### src/rtl/qos_rx_demux_pkg.sv
// qos_rx_demux_pkg
//   Constants shared by the receive side of the QoS serial link with the
//   transmit mux and the flow-control FSM.
//   - word geometry: QOS_WORD_W, QOS_NUM_VC, QOS_VC_ID_W
//   - FIFO depth and pause/continue threshold defaults
//   - fifo_op_e: per-cycle FIFO operation used for occupancy bookkeeping
package qos_rx_demux_pkg;

    localparam int unsigned QOS_WORD_W         = 4;
    localparam int unsigned QOS_NUM_VC         = 4;
    localparam int unsigned QOS_VC_ID_W        = 2;

    localparam int unsigned QOS_FIFO_DEPTH_DEF = 4;
    localparam int unsigned QOS_PAUSE_TH_DEF   = 3;
    localparam int unsigned QOS_CONT_TH_DEF    = 1;

    typedef enum logic [1:0] {
        FIFO_IDLE = 2'b00,
        FIFO_PUSH = 2'b01,
        FIFO_POP  = 2'b10,
        FIFO_BOTH = 2'b11
    } fifo_op_e;

endpackage : qos_rx_demux_pkg

### src/rtl/qos_rx_demux_vc_fifo.sv
// rx_vc_fifo
//   One virtual channel of the receive path: serial-to-word deserializer,
//   first-word-fall-through FIFO and occupancy status decode.
//   clk_i, reset_i   clock, synchronous active-high reset
//   bit_valid_i      a serial bit for this VC is present this cycle
//   bit_data_i       serial bit, MSB of each word first
//   rd_en_i          pop request
//   data_o           head word (0 when empty)
//   empty_o/full_o   occupancy == 0 / == FIFO_DEPTH
//   pause_o/cont_o   occupancy >= PAUSE_TH / <= CONT_TH
//   error_o          sticky overflow/underflow flag
//   idle_o           FIFO empty and no partial word in the deserializer
module rx_vc_fifo
    import qos_rx_demux_pkg::*;
#(
    parameter int unsigned WORD_W     = QOS_WORD_W,
    parameter int unsigned FIFO_DEPTH = QOS_FIFO_DEPTH_DEF,
    parameter int unsigned PAUSE_TH   = QOS_PAUSE_TH_DEF,
    parameter int unsigned CONT_TH    = QOS_CONT_TH_DEF
) (
    input  logic              clk_i,
    input  logic              reset_i,
    input  logic              bit_valid_i,
    input  logic              bit_data_i,
    input  logic              rd_en_i,
    output logic [WORD_W-1:0] data_o,
    output logic              empty_o,
    output logic              full_o,
    output logic              pause_o,
    output logic              cont_o,
    output logic              error_o,
    output logic              idle_o
);

    localparam int unsigned BIT_W = (WORD_W > 2) ? $clog2(WORD_W) : 1;
    localparam int unsigned PTR_W = (FIFO_DEPTH > 2) ? $clog2(FIFO_DEPTH) : 1;
    localparam int unsigned CNT_W = PTR_W + 1;

    localparam logic [BIT_W-1:0] LAST_BIT = BIT_W'(WORD_W - 1);
    localparam logic [CNT_W-1:0] DEPTH_C  = CNT_W'(FIFO_DEPTH);
    localparam logic [CNT_W-1:0] PAUSE_C  = CNT_W'(PAUSE_TH);
    localparam logic [CNT_W-1:0] CONT_C   = CNT_W'(CONT_TH);

    logic [WORD_W-1:0] shift_q, shift_d;
    logic [BIT_W-1:0]  bit_cnt_q, bit_cnt_d;
    logic [PTR_W-1:0]  wr_ptr_q, wr_ptr_d;
    logic [PTR_W-1:0]  rd_ptr_q, rd_ptr_d;
    logic [CNT_W-1:0]  occ_q, occ_d;
    logic              err_q, err_d;
    logic [WORD_W-1:0] mem_q [FIFO_DEPTH];

    logic              word_done;
    logic [WORD_W-1:0] word;
    logic              fifo_empty;
    logic              fifo_full;
    logic              push_ok;
    logic              pop_ok;
    fifo_op_e          op;

    assign fifo_empty = (occ_q == '0);
    assign fifo_full  = (occ_q == DEPTH_C);
    assign word_done  = bit_valid_i && (bit_cnt_q == LAST_BIT);
    assign word       = {shift_q[WORD_W-2:0], bit_data_i};

    // A full FIFO still accepts a completing word when the head is popped on
    // the same edge: the pop frees the slot the write pointer now targets.
    assign pop_ok  = rd_en_i && !fifo_empty;
    assign push_ok = word_done && (!fifo_full || pop_ok);
    assign op      = fifo_op_e'({pop_ok, push_ok});

    always_comb begin
        shift_d   = shift_q;
        bit_cnt_d = bit_cnt_q;
        wr_ptr_d  = wr_ptr_q;
        rd_ptr_d  = rd_ptr_q;
        occ_d     = occ_q;
        err_d     = err_q;

        if (bit_valid_i) begin
            shift_d   = word;
            bit_cnt_d = word_done ? '0 : bit_cnt_q + BIT_W'(1);
        end

        if (push_ok) begin
            wr_ptr_d = wr_ptr_q + PTR_W'(1);
        end
        if (pop_ok) begin
            rd_ptr_d = rd_ptr_q + PTR_W'(1);
        end

        case (op)
            FIFO_PUSH: occ_d = occ_q + CNT_W'(1);
            FIFO_POP:  occ_d = occ_q - CNT_W'(1);
            default:   occ_d = occ_q;
        endcase

        // Underflow: pop on empty. Overflow: word completes on full, no pop.
        if ((rd_en_i && fifo_empty) || (word_done && !push_ok)) begin
            err_d = 1'b1;
        end
    end

    always_ff @(posedge clk_i) begin
        if (reset_i) begin
            shift_q   <= '0;
            bit_cnt_q <= '0;
            wr_ptr_q  <= '0;
            rd_ptr_q  <= '0;
            occ_q     <= '0;
            err_q     <= 1'b0;
        end else begin
            shift_q   <= shift_d;
            bit_cnt_q <= bit_cnt_d;
            wr_ptr_q  <= wr_ptr_d;
            rd_ptr_q  <= rd_ptr_d;
            occ_q     <= occ_d;
            err_q     <= err_d;
        end
    end

    // Storage needs no reset: entries are only visible while occupancy > 0.
    always_ff @(posedge clk_i) begin
        if (push_ok && !reset_i) begin
            mem_q[wr_ptr_q] <= word;
        end
    end

    assign data_o  = fifo_empty ? '0 : mem_q[rd_ptr_q];
    assign empty_o = fifo_empty;
    assign full_o  = fifo_full;
    assign pause_o = (occ_q >= PAUSE_C);
    assign cont_o  = (occ_q <= CONT_C);
    assign error_o = err_q;
    assign idle_o  = fifo_empty && (bit_cnt_q == '0);

endmodule : rx_vc_fifo

### src/rtl/qos_rx_demux.sv
// qos_rx_demux
//   Receive end of the QoS serial link. Steers each valid serial bit to the
//   deserializer of its VC, and exposes per-VC FIFO heads and status.
//   clk, reset          clock, synchronous active-high reset
//   valid_in            serial bit valid this cycle
//   vc_id_in, data_in   owning VC and the serial bit (MSB first)
//   rd_en               per-VC pop request
//   data_out            VC i head word at [i*WORD_W +: WORD_W]
//   sEmpty/sFull        per-VC occupancy == 0 / == FIFO_DEPTH
//   sPause/sContinue    per-VC occupancy >= PAUSE_TH / <= CONT_TH
//   rxError             sticky per-VC overflow/underflow
//   rxIdle              all FIFOs empty and no partial words
module qos_rx_demux
    import qos_rx_demux_pkg::*;
#(
    parameter int unsigned WORD_W     = QOS_WORD_W,
    parameter int unsigned FIFO_DEPTH = QOS_FIFO_DEPTH_DEF,
    parameter int unsigned PAUSE_TH   = QOS_PAUSE_TH_DEF,
    parameter int unsigned CONT_TH    = QOS_CONT_TH_DEF
) (
    input  logic                         clk,
    input  logic                         reset,
    input  logic                         valid_in,
    input  logic [QOS_VC_ID_W-1:0]       vc_id_in,
    input  logic                         data_in,
    input  logic [QOS_NUM_VC-1:0]        rd_en,
    output logic [QOS_NUM_VC*WORD_W-1:0] data_out,
    output logic [QOS_NUM_VC-1:0]        sEmpty,
    output logic [QOS_NUM_VC-1:0]        sFull,
    output logic [QOS_NUM_VC-1:0]        sPause,
    output logic [QOS_NUM_VC-1:0]        sContinue,
    output logic [QOS_NUM_VC-1:0]        rxError,
    output logic                         rxIdle
);

    logic [QOS_NUM_VC-1:0] bit_valid;
    logic [QOS_NUM_VC-1:0] vc_idle;

    for (genvar i = 0; i < QOS_NUM_VC; i++) begin : g_vc
        assign bit_valid[i] = valid_in && (vc_id_in == QOS_VC_ID_W'(i));

        rx_vc_fifo #(
            .WORD_W     (WORD_W),
            .FIFO_DEPTH (FIFO_DEPTH),
            .PAUSE_TH   (PAUSE_TH),
            .CONT_TH    (CONT_TH)
        ) u_vc_fifo (
            .clk_i       (clk),
            .reset_i     (reset),
            .bit_valid_i (bit_valid[i]),
            .bit_data_i  (data_in),
            .rd_en_i     (rd_en[i]),
            .data_o      (data_out[i*WORD_W +: WORD_W]),
            .empty_o     (sEmpty[i]),
            .full_o      (sFull[i]),
            .pause_o     (sPause[i]),
            .cont_o      (sContinue[i]),
            .error_o     (rxError[i]),
            .idle_o      (vc_idle[i])
        );
    end

    assign rxIdle = &vc_idle;

endmodule : qos_rx_demux

### config.mk
export PLATFORM = sky130hd
export DESIGN_NAME = qos_rx_demux
export DESIGN_NICKNAME = d
export VERILOG_FILES = /design/src/rtl/qos_rx_demux_pkg.sv /design/src/rtl/qos_rx_demux_vc_fifo.sv /design/src/rtl/qos_rx_demux.sv
export SDC_FILE = /design/constraint.sdc
export NUM_CORES = 1
export LEC_CHECK = 0
export CORE_MARGIN = 3
export CORE_UTILIZATION = 32
export CTS_CLUSTER_SIZE = 8
export DETAILED_ROUTE_END_ITERATION = 16
export HOLD_SLACK_MARGIN = 0.02
export PLACE_DENSITY = 0.48
export SLEW_MARGIN = 10
export SYNTH_ARGS = -nofsm -noshare
export SYNTH_HDL_FRONTEND = slang
export SYNTH_HIERARCHICAL = 1
export SYNTH_SLANG_ARGS = --single-unit
### constraint.sdc
create_clock -name clk -period 4.1 [get_ports clk]
set_clock_uncertainty 0.05 [all_clocks]
set_input_delay 0.82 -clock clk [delete_from_list [all_inputs] [get_ports clk]]
set_output_delay 0.82 -clock clk [all_outputs]
set_load 0.1 [all_outputs]
## Word-level counts from Yosys, hierarchy flattened

Memory sizes are Yosys's and may differ from the RTL's. A register that Yosys moved wholly into a read port is not among the register bits.
Index checks and enable logic that the tools add are counted.
W data, S select, Z words.

| storage, ports and cells | value |
|---|---|
| flip-flop bits (word level) | 52 |
| latch bits | 0 |
| memory bits (writable) | 64 |
| memory bits (read-only) | 0 |
| input bits | 10 |
| output and inout port bits | 37 |
| word-level logic and storage cells | 170 |
| memories kept | 4 |

| cells by class | value |
|---|---|
| add/subtract/negate cells | 20 |
| $mul | 0 |
| divide/modulo/power cells | 0 |
| order comparisons | 8 |
| equality and inequality tests | 19 |
| shift operators | 0 |
| muxes and demuxes | 28 |
| bitwise logic cells | 0 |
| reduce and logical (&&, ||, !) cells | 67 |

Memories:

| memory | words | width | read ports | clocked after Yosys merged registers in | wr ports | RTL line | RTL |
|---|---|---|---|---|---|---|---|
| g_vc[0].u_vc_fifo.mem_q | 4 | 4 | 1 | 1 | 1 | qos_rx_demux_vc_fifo.sv:50 | `logic [WORD_W-1:0] mem_q [FIFO_DEPTH];` |
| g_vc[1].u_vc_fifo.mem_q | 4 | 4 | 1 | 1 | 1 | qos_rx_demux_vc_fifo.sv:50 |  |
| g_vc[2].u_vc_fifo.mem_q | 4 | 4 | 1 | 1 | 1 | qos_rx_demux_vc_fifo.sv:50 |  |
| g_vc[3].u_vc_fifo.mem_q | 4 | 4 | 1 | 1 | 1 | qos_rx_demux_vc_fifo.sv:50 |  |

Operator list:

| kind | number |
|---|---|
| $logic_and A1 B1 Y1 | 32 |
| $add A2 B1 Y2 const B | 12 |
| $mux W2 | 12 |
| $pmux W3 S2 | 4 |
| $eq A2 B2 Y1 const B | 10 |
| $mux W4 | 4 |
| $logic_not A1 Y1 | 13 |
| $add A3 B1 Y3 const B | 4 |
| $eq A3 B3 Y1 const B | 4 |
| $ge A3 B2 Y1 const B | 4 |
| $le A3 B1 Y1 const B | 4 |
| $logic_not A3 Y1 | 4 |
| $sub A3 B1 Y3 const B | 4 |
| $eq A2 B1 Y1 const B | 5 |
| $logic_not A2 Y1 | 5 |
| $logic_or A1 B1 Y1 | 8 |
| $mux W1 | 8 |
| $reduce_bool A2 Y1 | 4 |
| $reduce_and A4 Y1 | 1 |

## Logic depth before layout (Yosys ltp)

| logic depth | value |
|---|---|
| depth in word-level cells | 8 |
| depth in mapped cells | 7 |
| mapped depth without buffers | 7 |

## By module

Netlist, hierarchy kept.

By module, submodules not included:

| module | instances | cells an instance | area each (µm²) | sequential area each (µm²) |
|---|---|---|---|---|
| rx_vc_fifo (g_vc[1].u_vc_fifo ...) | 2 | 121 | 1483.9 | 780.7 |
| rx_vc_fifo (g_vc[0].u_vc_fifo) | 1 | 119 | 1485.2 | 780.7 |
| rx_vc_fifo (g_vc[3].u_vc_fifo) | 1 | 123 | 1467.7 | 780.7 |
| qos_rx_demux | 1 | 5 | 46.3 | 0.0 |

## Least setup slack after synthesis

OpenSTA, ideal clock, no wires.

| path | value |
|---|---|
| path type | reg-to-output |
| start | register g_vc[0].u_vc_fifo.occ_q[0] |
| end | output port sPause[0] |
| arrival | 2.573 ns |
| data required time | 3.230 ns |
| path slack | 0.657 ns |
| cell stages (with the launch flop) | 3 |
| buffers on the path | 0 |
| cells stage by stage | dfxtp_1 inv_1 o21ai_0 |

| between the ends | value |
|---|---|
| cells in the longest elaborated chain, start to end | 1 |

RTL lines:

| element | RTL line | RTL |
|---|---|---|
| start, declared | qos_rx_demux_vc_fifo.sv:48 | `logic [CNT_W-1:0] occ_q, occ_d;` |
| start signal, assigned | qos_rx_demux_vc_fifo.sv:109 | `occ_q <= '0;` |
| start signal, assigned | qos_rx_demux_vc_fifo.sv:116 | `occ_q <= occ_d;` |
| $ge A3 B2 Y1 | qos_rx_demux_vc_fifo.sv:131 | `assign pause_o = (occ_q >= PAUSE_C);` |
| end, declared | qos_rx_demux.sv:30 | `output logic [QOS_NUM_VC-1:0] sPause,` |

Every way passes these cells.

## Worst setup path after layout

Same ends and word-level chain as after synthesis.

==> reports/summary.md <==
• status: finished clean
• Worst setup startpoint: g_vc[0].u_vc_fifo/occ_q[0]$_SDFFE_PP0P_
• first-pass GRT wire length: 18800 um
• net switching fraction of the power: 45.0%
• net total in the final layout: 595
• Gate Count Post-Synth: 489
• capturing point of the worst reg2reg path: g_vc[3].u_vc_fifo/mem_q[1][2]$_DFFE_PP_
• area of all sequential standard cells: 0.00312 sq mm
• core area: 0.0181 sq mm
• Crit path largest cell delay: 1.16 ns
• highest fanout seen on the critical path: 4
• Mean Syn Cell Area: 12.2 sq um
• sequential-to-total area share from yosys stat: 52.3%
• peak supply drop: 0.000446 V
• Slew Limit Headroom: 34.9%
• min cycle time layout: 3.25 ns
• total wirelength of the detailed-routed design: 11400 um
• library cell appearing most often on the critical path: sky130_fd_sc_hd__ha_1
• CTS tree: done
• crit path to: sPause[0]
• Comb power frac: 44.4%
• cell type with the largest total area after synthesis: sky130_fd_sc_hd__edfxtp_1
• number of different library cells in the post-synthesis netlist: 54
• # fillers: 1731
• total power after layout: 5140 uW
• Post-DRT Antenna Nets: 0
• ordered cell list for the critical path: ha_1 > ha_1 > nor2_1 > o21ai_0 > clkdlybuf4s50_1
• Residual DRC: 0
• final core occ: 39.3%
• top area cells in the synthesized netlist: sky130_fd_sc_hd__edfxtp_1 32%, sky130_fd_sc_hd__dfxtp_1 20%, sky130_fd_sc_hd__ha_1 9.2%, sky130_fd_sc_hd__mux4_2 6.0%, sky130_fd_sc_hd__mux2i_1 4.4%
• Worst Reg-to-Reg Cells: 5
• clock transition at the register clock pins on the worst setup and hold paths after CTS: 0.05 ns
• via count: 3619
• area growth from synthesis to layout: 19.4%
• Clock Root Buffer: sky130_fd_sc_hd__clkbuf_16
• warning count from the yosys run: 6
• TritonCTS Sinks: 124
• final setup fails: 0
• maximum operating frequency: 307 MHz
• post-CTS setup buffers: 0
• detailed-router iteration count before antenna repair: 5
• floorplan die area: 0.0203 sq mm
• Yosys reg bits: 124
• share of total power in sequential cells: 28.7%
• source of the worst hold timing path: g_vc[3].u_vc_fifo/error_o$_SDFFE_PP0P_
• count of flip-flops with a built-in enable after synthesis: 64
• crit start category: register
• via count of the first global-routing pass: 3659
• hold-fix buffer count after cts: 0
• main flop type after synthesis: sky130_fd_sc_hd__edfxtp_1
• Power per Cell Area: 722 mW/mm^2
• library cell contributing the largest single delay on the critical path: sky130_fd_sc_hd__clkdlybuf4s50_1
• maximum number of pins on one net before global-route repair: 29
• sum of negative setup slack: 0 ns
• routability congestion estimate from global placement: 0.757
• met2 wire length: 5340 um
• power dissipated by switching net loads: 2310 uW
• die width: 143 um
• unrepaired setup endpoints after global routing: no
• flop2flop setup slack: 2.16 ns
• maxcap violations: 0
• non-filler cells, final: 784
• violation count after the first detailed-route iteration: 99
• num ports: 47
• max-slew violation count: 0
• post-synth design cell area: 0.00597 sq mm
• share of synthesized registers carrying an async set or reset: 0%
• Congestion Overflow GR: 0
• final routed wire length divided by cell count: 14.6 um
• Yosys top cell area share: 32.2%
• internal power: 2830 uW
• DRT met1 WL: 5380 um
• top layer reached by signal wires: met4
• class of the most critical setup path: register to output port
• transition time at the pin with the least slew margin: 0.973 ns
• Global Route Usage Sum: 12.0%
• data required time of the critical path: 3.23 ns
• met3 routed WL: 471 um
• number of buffers added by the clock tree synthesis step: 17
• relative contribution of the clock network to total power: 26.9%
• multi-input gate area in the final layout: 0.00260 sq mm
• post-cts sizing count: 0
• path category of the worst min-delay check: register to register
• most common library cell in the layout ignoring fill and taps: sky130_fd_sc_hd__nor2_1
• static leakage power: 0.00272 uW
• clock latency on the worst-skew pair: 0.42 ns
• CTS H-tree depth: 4
• Crit Reg-Reg Startpoint: g_vc[3].u_vc_fifo/occ_q[0]$_SDFFE_PP0P_
• Placed Cells incl. Taps: 751
• kind of end point of the critical path: output port
• vertical die dimension: 143 um
• final hold violations: 0
• HPWL after detailed placement: 8360 um
• worst-case clock buffer depth: 2
• post-route clock period utilization: 79.4%
• initial cell density of the core: 32.9%
• cell row count: 49
• initial antenna violation count: 0
• Worst EP arrival: 2.38 ns
• top library cells by usage in the layout, fill and taps aside: 68 x sky130_fd_sc_hd__nor2_1, 64 x sky130_fd_sc_hd__edfxtp_1, 60 x sky130_fd_sc_hd__dfxtp_1
• fraction of layout instances using a drive strength above 1: 19.5%
• via/cell ratio: 4.62
• I/O Buffers: 46
• net count after synthesis: 543
## worst max-delay path: cells and delay by family, from the launching register on
family | cells | cell delay (ns)
DFF | 1 | 0.39
adders and majority gates | 2 | 0.30
AOI/OAI and AO/OA | 1 | 0.08
and+or+nand+nor | 1 | 0.04
buffers and inverters | 1 | 1.16
## cell type report
cell class,count,share of cell area [%]
inverters,39,2.06
clock buffers,24,6.76
clock inverters,8,0.966
flip-flops and latches,124,43.8
well taps,229,4.02
diodes,1,0.0351
repair buffers,49,5.83
multi-input cells,310,36.5
## stage by stage
| step | worst slack [ns] | hold WS [ns] | cell area, sq um |
|---|---|---|---|
| global placement | 1.07 | 0.406 | 6570 |
| finish | 0.845 | 0.418 | 7120 |
| CTS | 0.808 | 0.423 | 7120 |
| global route | 0.734 | 0.445 | 7120 |
| detailed placement | 1.04 | 0.408 | 6570 |
| floorplan | 0.657 | 0.409 | 5970 |
## layer usage
| metal | vias to the layer above | GRT usage [%] |
|---|---|---|
| met3 | 18 | 3.93 |
| met5 | - | 0 |
| met2 | 57 | 18.3 |
| met1 | 1724 | 15.5 |
| met4 | 0 | 5.40 |
| li1 | 1820 | - |
## synthesized netlist by cell type, drive strengths merged (7+ instances only)
cell type / count
a21oi: 15
and2: 38
buf: 8
clkbuf: 8
dfxtp: 60
edfxtp: 64
ha: 44
inv: 39
mux2i: 26
mux4: 16
nand2: 11
nand3: 8
nor2: 72
o21ai: 11
xnor2: 7
## how the worst min path moves through the flow
stage | endpoint | slack, ns | depth (start not counted)
CTS | g_vc[3].u_vc_fifo/error_o$_SDFFE_PP0P_ | 0.42 | 2
global route | g_vc[3].u_vc_fifo/error_o$_SDFFE_PP0P_ | 0.45 | 2
floorplan | g_vc[0].u_vc_fifo/mem_q[0][3]$_DFFE_PP_ | 0.41 | 0
global placement | g_vc[0].u_vc_fifo/error_o$_SDFFE_PP0P_ | 0.41 | 2
finish | g_vc[3].u_vc_fifo/error_o$_SDFFE_PP0P_ | 0.42 | 2
detailed placement | g_vc[3].u_vc_fifo/error_o$_SDFFE_PP0P_ | 0.41 | 2
## power by group through the flow
stage	Clock, uW	Sequential, uW	Combinational (uW)
2_1_floorplan	0	1530	1800
3_3_place_gp	0	1500	2300
3_5_place_dp	0	1500	2300
4_1_cts	1420	1480	2310
5_1_grt	1480	1490	2400
6_report	1380	1470	2280
## state kept, by name, summed over array words and instances, names as in the netlist, named ones only
signal and count:
g_vc.u_vc_fifo/bit_cnt_q 8, g_vc.u_vc_fifo/error_o 4, g_vc.u_vc_fifo/rd_ptr_q 8, g_vc.u_vc_fifo/shift_q 12, g_vc.u_vc_fifo/occ_q 12, g_vc.u_vc_fifo/wr_ptr_q 8, g_vc.u_vc_fifo/mem_q 64
## cell families (layout without fill, tap and decap cells)
family | Yosys count | after routing | synth area share, %
AND/OR/NAND/NOR | 162 | 162 | 16.0
XOR/XNOR | 12 | 12 | 1.76
buffers and inverters | 55 | 120 | 4.11
AO/OA/AOI/OAI | 46 | 46 | 5.18
adder cells (fa/ha/maj) | 44 | 44 | 9.23
flip-flops | 124 | 124 | 52.3
multiplexers | 46 | 46 | 11.3
other | 0 | 1 | 0
(Power assumes the default switching activity.)
